==> src/rtl/alu_sweep_sequencer.sv <==
// Operand-issue stage for the combinational ALU: accepts one operand pair,
// sweeps every opcode across it, and streams each captured result out with a
// valid/ready handshake while folding results into a rotate-XOR signature.
module alu_sweep_sequencer #(
  parameter int unsigned WIDTH   = 32,
  parameter int unsigned NUM_OPS = 16
) (
  input  logic             clk,
  input  logic             rst_n,
  input  logic             in_valid,
  output logic             in_ready,
  input  logic [WIDTH-1:0] in_a,
  input  logic [WIDTH-1:0] in_b,
  output logic [WIDTH-1:0] alu_a,
  output logic [WIDTH-1:0] alu_b,
  output logic [31:0]      alu_select,
  input  logic [WIDTH-1:0] alu_result,
  output logic             out_valid,
  input  logic             out_ready,
  output logic [31:0]      out_select,
  output logic [WIDTH-1:0] out_result,
  output logic             out_last,
  output logic [WIDTH-1:0] signature,
  output logic [15:0]      sweep_count
);

  localparam int unsigned OpW = (NUM_OPS > 2) ? $clog2(NUM_OPS) : 1;
  localparam logic [OpW-1:0] LastOp = OpW'(NUM_OPS - 1);

  typedef enum logic [0:0] {StIdle, StSweep} state_e;

  state_e           state_q, state_d;
  logic [OpW-1:0]   op_q, op_d;
  logic [WIDTH-1:0] a_q, a_d;
  logic [WIDTH-1:0] b_q, b_d;
  logic             out_valid_q, out_valid_d;
  logic             out_last_q, out_last_d;
  logic [OpW-1:0]   out_sel_q, out_sel_d;
  logic [WIDTH-1:0] out_res_q, out_res_d;
  logic [WIDTH-1:0] sig_q, sig_d;
  logic [15:0]      cnt_q, cnt_d;
  logic             capture;

  // Next-state: accept in idle, capture one opcode per unstalled sweep cycle
  always_comb begin
    state_d     = state_q;
    op_d        = op_q;
    a_d         = a_q;
    b_d         = b_q;
    out_valid_d = out_valid_q;
    out_last_d  = out_last_q;
    out_sel_d   = out_sel_q;
    out_res_d   = out_res_q;
    sig_d       = sig_q;
    cnt_d       = cnt_q;

    // A capture only happens when the output slot is free or being drained.
    capture = (state_q == StSweep) && (!out_valid_q || out_ready);

    // Drain without refill empties the slot; a capture below overrides this.
    if (out_valid_q && out_ready) begin
      out_valid_d = 1'b0;
    end

    unique case (state_q)
      StIdle: begin
        if (in_valid) begin
          a_d     = in_a;
          b_d     = in_b;
          op_d    = '0;
          sig_d   = '0;
          state_d = StSweep;
        end
      end
      StSweep: begin
        if (capture) begin
          out_res_d   = alu_result;
          out_sel_d   = op_q;
          out_valid_d = 1'b1;
          out_last_d  = (op_q == LastOp);
          sig_d       = {sig_q[WIDTH-2:0], sig_q[WIDTH-1]} ^ alu_result;
          if (op_q == LastOp) begin
            cnt_d   = cnt_q + 16'd1;
            state_d = StIdle;
          end else begin
            op_d = op_q + 1'b1;
          end
        end
      end
      default: state_d = StIdle;
    endcase
  end

  // State register with asynchronous active-low reset
  always_ff @(posedge clk or negedge rst_n) begin
    if (!rst_n) begin
      state_q     <= StIdle;
      op_q        <= '0;
      a_q         <= '0;
      b_q         <= '0;
      out_valid_q <= 1'b0;
      out_last_q  <= 1'b0;
      out_sel_q   <= '0;
      out_res_q   <= '0;
      sig_q       <= '0;
      cnt_q       <= '0;
    end else begin
      state_q     <= state_d;
      op_q        <= op_d;
      a_q         <= a_d;
      b_q         <= b_d;
      out_valid_q <= out_valid_d;
      out_last_q  <= out_last_d;
      out_sel_q   <= out_sel_d;
      out_res_q   <= out_res_d;
      sig_q       <= sig_d;
      cnt_q       <= cnt_d;
    end
  end

  // Output mapping; opcodes are zero-extended onto the 32-bit select buses
  always_comb begin
    in_ready    = (state_q == StIdle);
    alu_a       = a_q;
    alu_b       = b_q;
    alu_select  = 32'(op_q);
    out_valid   = out_valid_q;
    out_select  = 32'(out_sel_q);
    out_result  = out_res_q;
    out_last    = out_last_q;
    signature   = sig_q;
    sweep_count = cnt_q;
  end

endmodule
==> config.mk <==
export PLATFORM = sky130hd
export DESIGN_NAME = alu_sweep_sequencer
export DESIGN_NICKNAME = d
export VERILOG_FILES = /design/src/rtl/alu_sweep_sequencer.sv
export SDC_FILE = /design/constraint.sdc
export NUM_CORES = 1
export LEC_CHECK = 0
export CORE_MARGIN = 2
export CORE_UTILIZATION = 45
export DETAILED_ROUTE_END_ITERATION = 6
export GPL_TIMING_DRIVEN = 0
export PLACE_DENSITY = 0.95
export RECOVER_POWER = 100
export SLEW_MARGIN = 25
export SYNTH_ARGS = -nofsm -noshare
export SYNTH_HDL_FRONTEND = slang
export SYNTH_SLANG_ARGS = --single-unit
==> constraint.sdc <==
create_clock -name clk -period 4.3 [get_ports clk]
set_input_delay 0.43 -clock clk [delete_from_list [all_inputs] [get_ports clk]]
set_output_delay 0.43 -clock clk [all_outputs]
set_load 0.02 [all_outputs]
==> results of run 1 <==
[power by group through the flow]
stage	logic, mW	registers, mW	clock network [mW]
floorplan	0.935	3.12	0
global placement	3.12	2.42	0
detailed placement	3.19	2.46	0
CTS	3.21	2.44	1.52
global route	3.14	2.50	1.58
finish	2.96	2.41	1.49
[layout by cell type (no fill, tap or decap)]
| cell | count |
|---|---|
| sky130_fd_sc_hd__clkdlybuf4s50_1 | 97 |
| sky130_fd_sc_hd__clkbuf_1 | 25 |
| sky130_fd_sc_hd__clkinvlp_4 | 2 |
| sky130_fd_sc_hd__or4_1 | 1 |
| sky130_fd_sc_hd__clkinv_2 | 2 |
| sky130_fd_sc_hd__o41ai_1 | 1 |
| sky130_fd_sc_hd__clkbuf_2 | 1 |
| sky130_fd_sc_hd__and2_0 | 1 |
| sky130_fd_sc_hd__nand3_1 | 7 |
| sky130_fd_sc_hd__o21ai_0 | 4 |
| sky130_fd_sc_hd__clkbuf_16 | 17 |
| sky130_fd_sc_hd__o221ai_1 | 1 |
| sky130_fd_sc_hd__diode_2 | 1 |
| sky130_fd_sc_hd__buf_4 | 56 |
| sky130_fd_sc_hd__buf_2 | 1 |
| sky130_fd_sc_hd__inv_1 | 3 |
| sky130_fd_sc_hd__o31ai_1 | 32 |
| sky130_fd_sc_hd__dlygate4sd3_1 | 156 |
| sky130_fd_sc_hd__bufinv_16 | 2 |
| sky130_fd_sc_hd__xor2_1 | 9 |
| sky130_fd_sc_hd__buf_8 | 1 |
| sky130_fd_sc_hd__xnor2_1 | 38 |
| sky130_fd_sc_hd__nor2_1 | 2 |
| sky130_fd_sc_hd__conb_1 | 56 |
| sky130_fd_sc_hd__nand4_1 | 2 |
| sky130_fd_sc_hd__nor4_1 | 5 |
| sky130_fd_sc_hd__mux2_2 | 100 |
| sky130_fd_sc_hd__nor3b_1 | 1 |
| sky130_fd_sc_hd__and3_1 | 3 |
| sky130_fd_sc_hd__ha_1 | 2 |
| sky130_fd_sc_hd__nand2_1 | 50 |
| sky130_fd_sc_hd__nor3_1 | 6 |
| sky130_fd_sc_hd__clkbuf_8 | 5 |
| sky130_fd_sc_hd__nand2b_1 | 2 |
| sky130_fd_sc_hd__a31oi_1 | 1 |
| sky130_fd_sc_hd__or2_2 | 1 |
| sky130_fd_sc_hd__nor2b_1 | 2 |
| sky130_fd_sc_hd__dfrtp_1 | 155 |
[metrics by stage]
step                TNS, ps  setup WS, ps  total power [mW]  area, um^2  util [%]
floorplan                 0          2465             4.054        6885         -
global placement    -553220         -3582             5.544        9658     66.45
detailed placement        0          1766             5.648        9691     66.68
CTS                       0          1314             7.170       10280     70.74
global route              0          1084             7.219       10200     70.20
finish                    0          1255             6.863       10210     70.22
[logic make-up (layout without fill, tap and decap cells)]
group | count (synthesis) | in the layout
flip-flops | 155 | 155
multiplexers | 100 | 100
AND/OR/NAND/NOR | 83 | 83
buffers and inverters | 82 | 368
XOR/XNOR | 47 | 47
AO/OA/AOI/OAI | 39 | 39
adder cells (fa/ha/maj) | 2 | 2
other | 1 | 57
[cell type report]
cell class                 count  area [um^2]
clock inverter                 6        85.08
inverter                       3        11.26
buffer                        79        508.0
fill                        1023         4328
antenna                        1        2.502
sequential                   155         3879
clock buffer                  25        505.5
multi-input combinational    327         2432
tap                          184        230.2
timing repair buffer         255         2552
[layer usage]
metal / track usage, % / up-vias / share of wire [%]
met1: 26.14 / 2470 / 39
met2: 38.28 / 185 / 52
met3: 5.395 / 37 / 5.7
li1: - / 2302 / -
met5: 0 / - / 0
met4: 9.632 / 0 / 3.1
[flip-flops by register name, summed over array words and instances (netlist names)]
register	count
out_result	32
state_q	1
out_last	1
alu_a	32
alu_b	32
out_valid	1
op_q	4
signature	32
sweep_count	16
out_sel_q	4
[worst max-delay path, stage by stage (launching register included)]
cell and delay [ps]:
sky130_fd_sc_hd__dfrtp_1 440, sky130_fd_sc_hd__inv_1 150, sky130_fd_sc_hd__clkbuf_1 400, sky130_fd_sc_hd__clkbuf_1 460, sky130_fd_sc_hd__dlygate4sd3_1 750
[path summary, 6_finish.rpt]
| path | endpoint | slack (ps) | cells past startpoint |
|---|---|---|---|
| setup / recovery | in_ready | 1260 | 4 |
| hold / removal | alu_b[2] | -6 | 1 |
| setup reg to reg | out_result[28] | 2020 | 5 |
| hold reg to reg | out_last | 480 | 2 |
| max in group asynchronous | out_result[0] | 2040 | 2 |
| min in group clk | out_last | 480 | 2 |
==> metrics.txt, run 1 <==
# TYPE chip_impl_metric gauge
chip_impl_metric{name="floorplan.rows",unit=""} 44
chip_impl_metric{name="numCtsBuffers",unit=""} 17
chip_impl_metric{name="postRouteWirelength",unit="um"} 17430
chip_impl_metric{name="number_of_nets_in_the_layout",unit=""} 940
chip_impl_metric{name="clk_transition_reported_paths",unit="ps"} 60
chip_impl_metric{name="aggregate_global_route_resource_usage",unit="%"} 22.06
chip_impl_metric{name="sequential_cell_area_fraction_in_the_yosys_report",unit="%"} 58.07
chip_impl_metric{name="slew_violations",unit=""} 78
chip_impl_metric{name="route.antenna.remaining_nets",unit=""} 0
chip_impl_metric{name="die_height",unit="um"} 125.8
chip_impl_info{name="grt_setup_unrepaired",value="no"} 1
chip_impl_metric{name="grt_max_degree",unit=""} 80
chip_impl_metric{name="dpl.hpwl",unit="um"} 12920
chip_impl_metric{name="layout.cells.non_filler",unit=""} 1035
chip_impl_metric{name="finalCriticalPeriod",unit="ps"} 3045
chip_impl_metric{name="grt_overflow_total",unit=""} 0
chip_impl_metric{name="power.share.clock",unit="%"} 21.7
chip_impl_info{name="ys.flop_type",value="sky130_fd_sc_hd__dfrtp_1"} 1
chip_impl_metric{name="ios",unit=""} 311
chip_impl_metric{name="netlist_instances",unit=""} 509
chip_impl_metric{name="critPathArrivalTime",unit="ps"} 2610
chip_impl_metric{name="layout_area_growth_over_synthesis",unit="%"} 52.81
chip_impl_metric{name="worst_hold_slack",unit="ps"} -5.797
chip_impl_info{name="startpoint_of_the_lowest_slack_register_to_register_path",value="out_valid"} 1
chip_impl_info{name="synthTopCellsByCount",value="sky130_fd_sc_hd__dfrtp_1, sky130_fd_sc_hd__mux2_2, sky130_fd_sc_hd__buf_4"} 1
chip_impl_info{name="yosys.cell_count.top_type",value="sky130_fd_sc_hd__dfrtp_1"} 1
chip_impl_metric{name="clock_insertion_delay_worst_skew",unit="ps"} 410
chip_impl_metric{name="finalClockSkew",unit="ps"} 7.544
chip_impl_metric{name="synth_top_area_share",unit="%"} 58.07
chip_impl_metric{name="worst-path-max-fanout",unit=""} 10
chip_impl_metric{name="netlist_area",unit="um^2"} 6679
chip_impl_metric{name="intPower",unit="mW"} 4.387
chip_impl_info{name="failed_checks",value="negative hold slack, max-capacitance violations, max-slew violations"} 1
chip_impl_metric{name="timing.fmax",unit="MHz"} 328.5
chip_impl_metric{name="gpl.final_weighted_congestion",unit=""} 0.7719
chip_impl_metric{name="max-clock-path-buffers",unit=""} 2
chip_impl_metric{name="worst_ep_required_time",unit="ps"} 3870
chip_impl_info{name="cp-end-kind",value="output port"} 1
chip_impl_metric{name="swShare",unit="%"} 36.08
chip_impl_metric{name="proportion_of_power_drawn_by_combinational_gates",unit="%"} 43.1
chip_impl_metric{name="port_buffers",unit=""} 254
chip_impl_metric{name="synthesized_area_fraction_occupied_by_adder_cells",unit="%"} 0.3747
chip_impl_metric{name="cts_setup_buffers",unit=""} 0
chip_impl_info{name="tritoncts",value="yes"} 1
chip_impl_metric{name="static_leakage",unit="nW"} 4.505
chip_impl_metric{name="grt_antenna_before_repair",unit=""} 0
chip_impl_info{name="yosys.area.top_type",value="sky130_fd_sc_hd__dfrtp_1"} 1
chip_impl_metric{name="synthXorXnorAreaFrac",unit="%"} 6.163
chip_impl_info{name="status",value="finished, violations left"} 1
chip_impl_metric{name="vias",unit=""} 4994
chip_impl_metric{name="cts.hold.buffers_added",unit=""} 0
chip_impl_info{name="synth_top_family_by_area",value="multiplexers"} 1
chip_impl_metric{name="power.switching",unit="mW"} 2.476
chip_impl_metric{name="synth_mux_area_share",unit="%"} 16.86
chip_impl_metric{name="layout-drive-gt1-share",unit="%"} 22.12
chip_impl_metric{name="floorplan.die.width",unit="um"} 125.8
chip_impl_metric{name="synth_async_sr_flop_share",unit="%"} 100.0
chip_impl_metric{name="deepest_level_of_the_cts_h_tree",unit=""} 4
chip_impl_info{name="ys_top_cells_by_area",value="sky130_fd_sc_hd__dfrtp_1, sky130_fd_sc_hd__mux2_2, sky130_fd_sc_hd__buf_4, sky130_fd_sc_hd__xnor2_1, sky130_fd_sc_hd__o31ai_1"} 1
chip_impl_metric{name="die_area",unit="um^2"} 15830
chip_impl_metric{name="seq_power_share",unit="%"} 35.2
chip_impl_metric{name="worst_pin_slew",unit="ps"} 1910
chip_impl_metric{name="detail_route.wl_per_cell",unit="um"} 16.84
chip_impl_metric{name="detail_route.drc_violations",unit=""} 0
chip_impl_metric{name="global_route_wire_length_before_repair",unit="um"} 27480
chip_impl_metric{name="syn_area_per_cell",unit="um^2"} 13.12
chip_impl_info{name="crit_path_start_kind",value="register"} 1
chip_impl_metric{name="synth-compound-area-share",unit="%"} 4.253
chip_impl_metric{name="fraction_of_the_mapped_netlist_area_in_simple_logic_gates",unit="%"} 6.145
chip_impl_info{name="clockRootBuffer",value="sky130_fd_sc_hd__clkbuf_16"} 1
chip_impl_metric{name="post-place-cells",unit=""} 1003
chip_impl_info{name="timing.hold.worst.class",value="in -> async"} 1
chip_impl_info{name="timing.setup.critical_path_class",value="reg -> out"} 1
chip_impl_metric{name="count_of_tritonroute_iterations_in_the_first_routing_pass",unit=""} 4
chip_impl_metric{name="post-route-period-util",unit="%"} 70.80
chip_impl_metric{name="count_of_flip_flops_with_a_built_in_enable_after_synthesis",unit=""} 0
chip_impl_metric{name="ys_seq_elements",unit=""} 155
chip_impl_metric{name="yosysWarningCount",unit=""} 0
chip_impl_metric{name="timing_hold_violations_final",unit=""} 6
chip_impl_metric{name="drt_iter0_markers",unit=""} 247
chip_impl_metric{name="clock_sink_count",unit=""} 155
chip_impl_metric{name="core-area",unit="um^2"} 14530
chip_impl_info{name="crit_path_start",value="state_q"} 1
chip_impl_metric{name="finalSetupViolCount",unit=""} 0
chip_impl_metric{name="postCtsResizedCells",unit=""} 0
chip_impl_metric{name="first_global_vias",unit=""} 5150
chip_impl_metric{name="netlist-cell-type-count",unit=""} 32
chip_impl_metric{name="maxCapViolations",unit=""} 1
chip_impl_metric{name="powerDensity",unit="nW/um^2"} 672.5
chip_impl_metric{name="vias_per_cell",unit=""} 4.825
chip_impl_metric{name="initial_utilization",unit="%"} 45.95
chip_impl_metric{name="worst_ir_drop_vdd",unit="V"} 0.0003347
chip_impl_metric{name="max-slew-margin-rel",unit="%"} -27.36
Power figures use the tool's default switching activity.
==> run 2: changes to the inputs <==
--- a/config.mk
+++ b/config.mk
@@ -6,10 +6,10 @@
 export NUM_CORES = 1
 export LEC_CHECK = 0
 export CORE_MARGIN = 2
-export CORE_UTILIZATION = 45
+export CORE_UTILIZATION = 42
 export DETAILED_ROUTE_END_ITERATION = 6
 export GPL_TIMING_DRIVEN = 0
-export PLACE_DENSITY = 0.95
+export PLACE_DENSITY = 0.91
 export RECOVER_POWER = 100
 export SLEW_MARGIN = 25
 export SYNTH_ARGS = -nofsm -noshare
==> constraint.sdc (replaced) <==
create_clock -name clk -period 3 [get_ports clk]
set_input_delay 0.3 -clock clk [delete_from_list [all_inputs] [get_ports clk]]
set_output_delay 0.3 -clock clk [all_outputs]
set_load 0.02 [all_outputs]
==> metrics.txt, run 2 (synthesis results as in run 1) <==
# TYPE chip_impl_metric gauge
chip_impl_info{name="status",value="finished, violations left"} 1
chip_impl_info{name="failed_checks",value="max-capacitance violations, max-slew violations"} 1
chip_impl_metric{name="cts_setup_buffers",unit=""} 0
chip_impl_metric{name="finalSetupViolCount",unit=""} 0
chip_impl_metric{name="count_of_tritonroute_iterations_in_the_first_routing_pass",unit=""} 4
chip_impl_metric{name="timing_hold_violations_final",unit=""} 0
chip_impl_metric{name="floorplan.die.width",unit="um"} 130.1
chip_impl_info{name="tritoncts",value="yes"} 1
chip_impl_metric{name="layout_setup_ws",unit="ps"} 208.0
chip_impl_metric{name="initial_utilization",unit="%"} 42.51
chip_impl_metric{name="postRouteWirelength",unit="um"} 16630
chip_impl_metric{name="timing.fmax",unit="MHz"} 358.2
chip_impl_info{name="top_signal_layer_used",value="met4"} 1
chip_impl_metric{name="number_of_nets_in_the_layout",unit=""} 941
chip_impl_metric{name="routed-wl-met3",unit="um"} 1237
chip_impl_metric{name="floorplan.rows",unit=""} 46
chip_impl_metric{name="route.layer.met1.wl",unit="um"} 6474
chip_impl_metric{name="dpl.hpwl",unit="um"} 12530
chip_impl_metric{name="powerDensity",unit="nW/um^2"} 957.4
chip_impl_metric{name="seq_power_share",unit="%"} 35.1
chip_impl_metric{name="vias_per_cell",unit=""} 4.566
chip_impl_metric{name="clock_sink_count",unit=""} 155
chip_impl_info{name="grt_setup_unrepaired",value="no"} 1
chip_impl_metric{name="layout-drive-gt1-share",unit="%"} 22.42
chip_impl_metric{name="max-slew-margin-rel",unit="%"} -27.67
chip_impl_metric{name="core-area",unit="um^2"} 15710
chip_impl_metric{name="worst_pin_slew",unit="ps"} 1915
chip_impl_metric{name="drt_iter0_markers",unit=""} 204
chip_impl_metric{name="worst_ir_drop_vdd",unit="V"} 0.0005931
chip_impl_metric{name="die_area",unit="um^2"} 16930
chip_impl_metric{name="layout_area_growth_over_synthesis",unit="%"} 53.65
chip_impl_metric{name="post-route-period-util",unit="%"} 93.07
chip_impl_metric{name="detail_route.wl_per_cell",unit="um"} 15.57
chip_impl_metric{name="worst_ep_required_time",unit="ps"} 2700
chip_impl_metric{name="critPathArrivalTime",unit="ps"} 2490
chip_impl_metric{name="max-clock-path-buffers",unit=""} 2
chip_impl_metric{name="place_ws",unit="ps"} 588.4
chip_impl_metric{name="port_buffers",unit=""} 254
chip_impl_metric{name="layout.core_utilization",unit="%"} 65.31
chip_impl_info{name="timing.setup.critical_path_class",value="reg -> out"} 1
chip_impl_metric{name="numCtsBuffers",unit=""} 17
chip_impl_metric{name="grt_max_degree",unit=""} 79
chip_impl_metric{name="proportion_of_power_drawn_by_combinational_gates",unit="%"} 42.9
chip_impl_metric{name="tns",unit="ps"} 0
chip_impl_metric{name="first_global_vias",unit=""} 5030
chip_impl_info{name="crit_path_start_kind",value="register"} 1
chip_impl_metric{name="grt_overflow_total",unit=""} 0
chip_impl_metric{name="antenna-diode-count",unit=""} 0
chip_impl_metric{name="route.antenna.remaining_nets",unit=""} 0
chip_impl_metric{name="power.share.clock",unit="%"} 22.1
chip_impl_metric{name="clock_insertion_delay_worst_skew",unit="ps"} 410
chip_impl_metric{name="vias",unit=""} 4877
chip_impl_metric{name="place_area",unit="um^2"} 9731
chip_impl_info{name="clockRootBuffer",value="sky130_fd_sc_hd__clkbuf_16"} 1
chip_impl_metric{name="power.switching",unit="mW"} 3.520
chip_impl_metric{name="swShare",unit="%"} 35.83
chip_impl_info{name="cp-end-kind",value="output port"} 1
chip_impl_metric{name="final_area",unit="um^2"} 10260
chip_impl_metric{name="aggregate_global_route_resource_usage",unit="%"} 19.90
chip_impl_metric{name="slew_violations",unit=""} 79
chip_impl_metric{name="deepest_level_of_the_cts_h_tree",unit=""} 4
chip_impl_metric{name="die_height",unit="um"} 130.1
chip_impl_metric{name="static_leakage",unit="nW"} 4.508
chip_impl_metric{name="intPower",unit="mW"} 6.305
chip_impl_info{name="final_cell_mix",value="sky130_fd_sc_hd__dfrtp_1, sky130_fd_sc_hd__dlygate4sd3_1, sky130_fd_sc_hd__mux2_2, sky130_fd_sc_hd__clkdlybuf4s50_1"} 1
chip_impl_metric{name="met2_wirelength",unit="um"} 8492
chip_impl_metric{name="clk_transition_reported_paths",unit="ps"} 60
chip_impl_metric{name="finalClockSkew",unit="ps"} 5.761
chip_impl_metric{name="ios",unit=""} 311
chip_impl_metric{name="global_route_wire_length_before_repair",unit="um"} 26030
chip_impl_metric{name="worst-path-max-fanout",unit=""} 10
chip_impl_info{name="timing.hold.worst.class",value="reg -> reg"} 1
chip_impl_metric{name="maxCapViolations",unit=""} 1
chip_impl_metric{name="finalCriticalPeriod",unit="ps"} 2792
chip_impl_metric{name="detail_route.drc_violations",unit=""} 0
chip_impl_metric{name="grt_antenna_before_repair",unit=""} 0
chip_impl_metric{name="gpl.final_weighted_congestion",unit=""} 0.8165
[run 2: final timing paths]
check,start,endpoint,slack [ps],cells after the start
worst min register to register,sweep_count[15],sweep_count[15],460,1
worst max-delay path,state_q,in_ready,210,4
worst max register to register,out_valid,out_result[16],780,5
max in group asynchronous,rst_n,signature[13],520,3
min in group asynchronous,rst_n,alu_b[3],970,2
worst min-delay path,sweep_count[15],sweep_count[15],460,1
[run 2: worst max-delay path: stages, from the launching register on]
cell	delay [ps]
sky130_fd_sc_hd__dfrtp_1	450
sky130_fd_sc_hd__inv_2	110
sky130_fd_sc_hd__clkbuf_1	410
sky130_fd_sc_hd__clkbuf_1	410
sky130_fd_sc_hd__clkdlybuf4s50_1	710
[run 2: cell type report]
class,count,area (um^2)
Buffer,79,508.0
Clock buffer,20,456.7
Clock inverter,12,146.4
Fill cell,1204,5450
Inverter,3,11.26
Multi-Input combinational cell,327,2432
Sequential cell,155,3879
Tap cell,216,270.3
Timing Repair Buffer,256,2559
[run 2: timing repair]
action	CTS	global route
endpoints found under the hold margin	77	0
hold buffers	1	0
gates resized for setup	0	0
[run 2: power groups by stage]
stage                     combinational [mW]  sequential [mW]  clock [mW]
after floorplan                         1.34             4.47           0
after global placement                  4.49             3.48           0
after detailed placement                4.56             3.53           0
after CTS                               4.58             3.50        2.24
after global routing                    4.49             3.58        2.33
final                                   4.21             3.45        2.17
[run 2: metrics by stage]
stage	instances	total power, mW	hold slack, ps
after floorplan	564	5.811	4.409
after global placement	1034	7.968	457.7
after CTS	1068	10.31	471.2
after global routing	1068	10.39	486.4
final	1068	9.825	464.8
after detailed placement	1035	8.087	319.5
[run 2: layer usage]
metal	global-route usage [%]	vias up
li1	-	2313
met1	23.83	2360
met2	33.05	173
met3	7.134	31
met4	7.590	0
met5	0	-
==> run 3: changes to the inputs <==
--- a/config.mk
+++ b/config.mk
@@ -5,6 +5,7 @@
 export SDC_FILE = /design/constraint.sdc
 export NUM_CORES = 1
 export LEC_CHECK = 0
+export ABC_CLOCK_PERIOD_IN_PS = 3000
 export CORE_MARGIN = 2
 export CORE_UTILIZATION = 42
 export DETAILED_ROUTE_END_ITERATION = 6
==> results of run 3 <==
No change in the layout: final DEF, timing and power equal those of run 2.
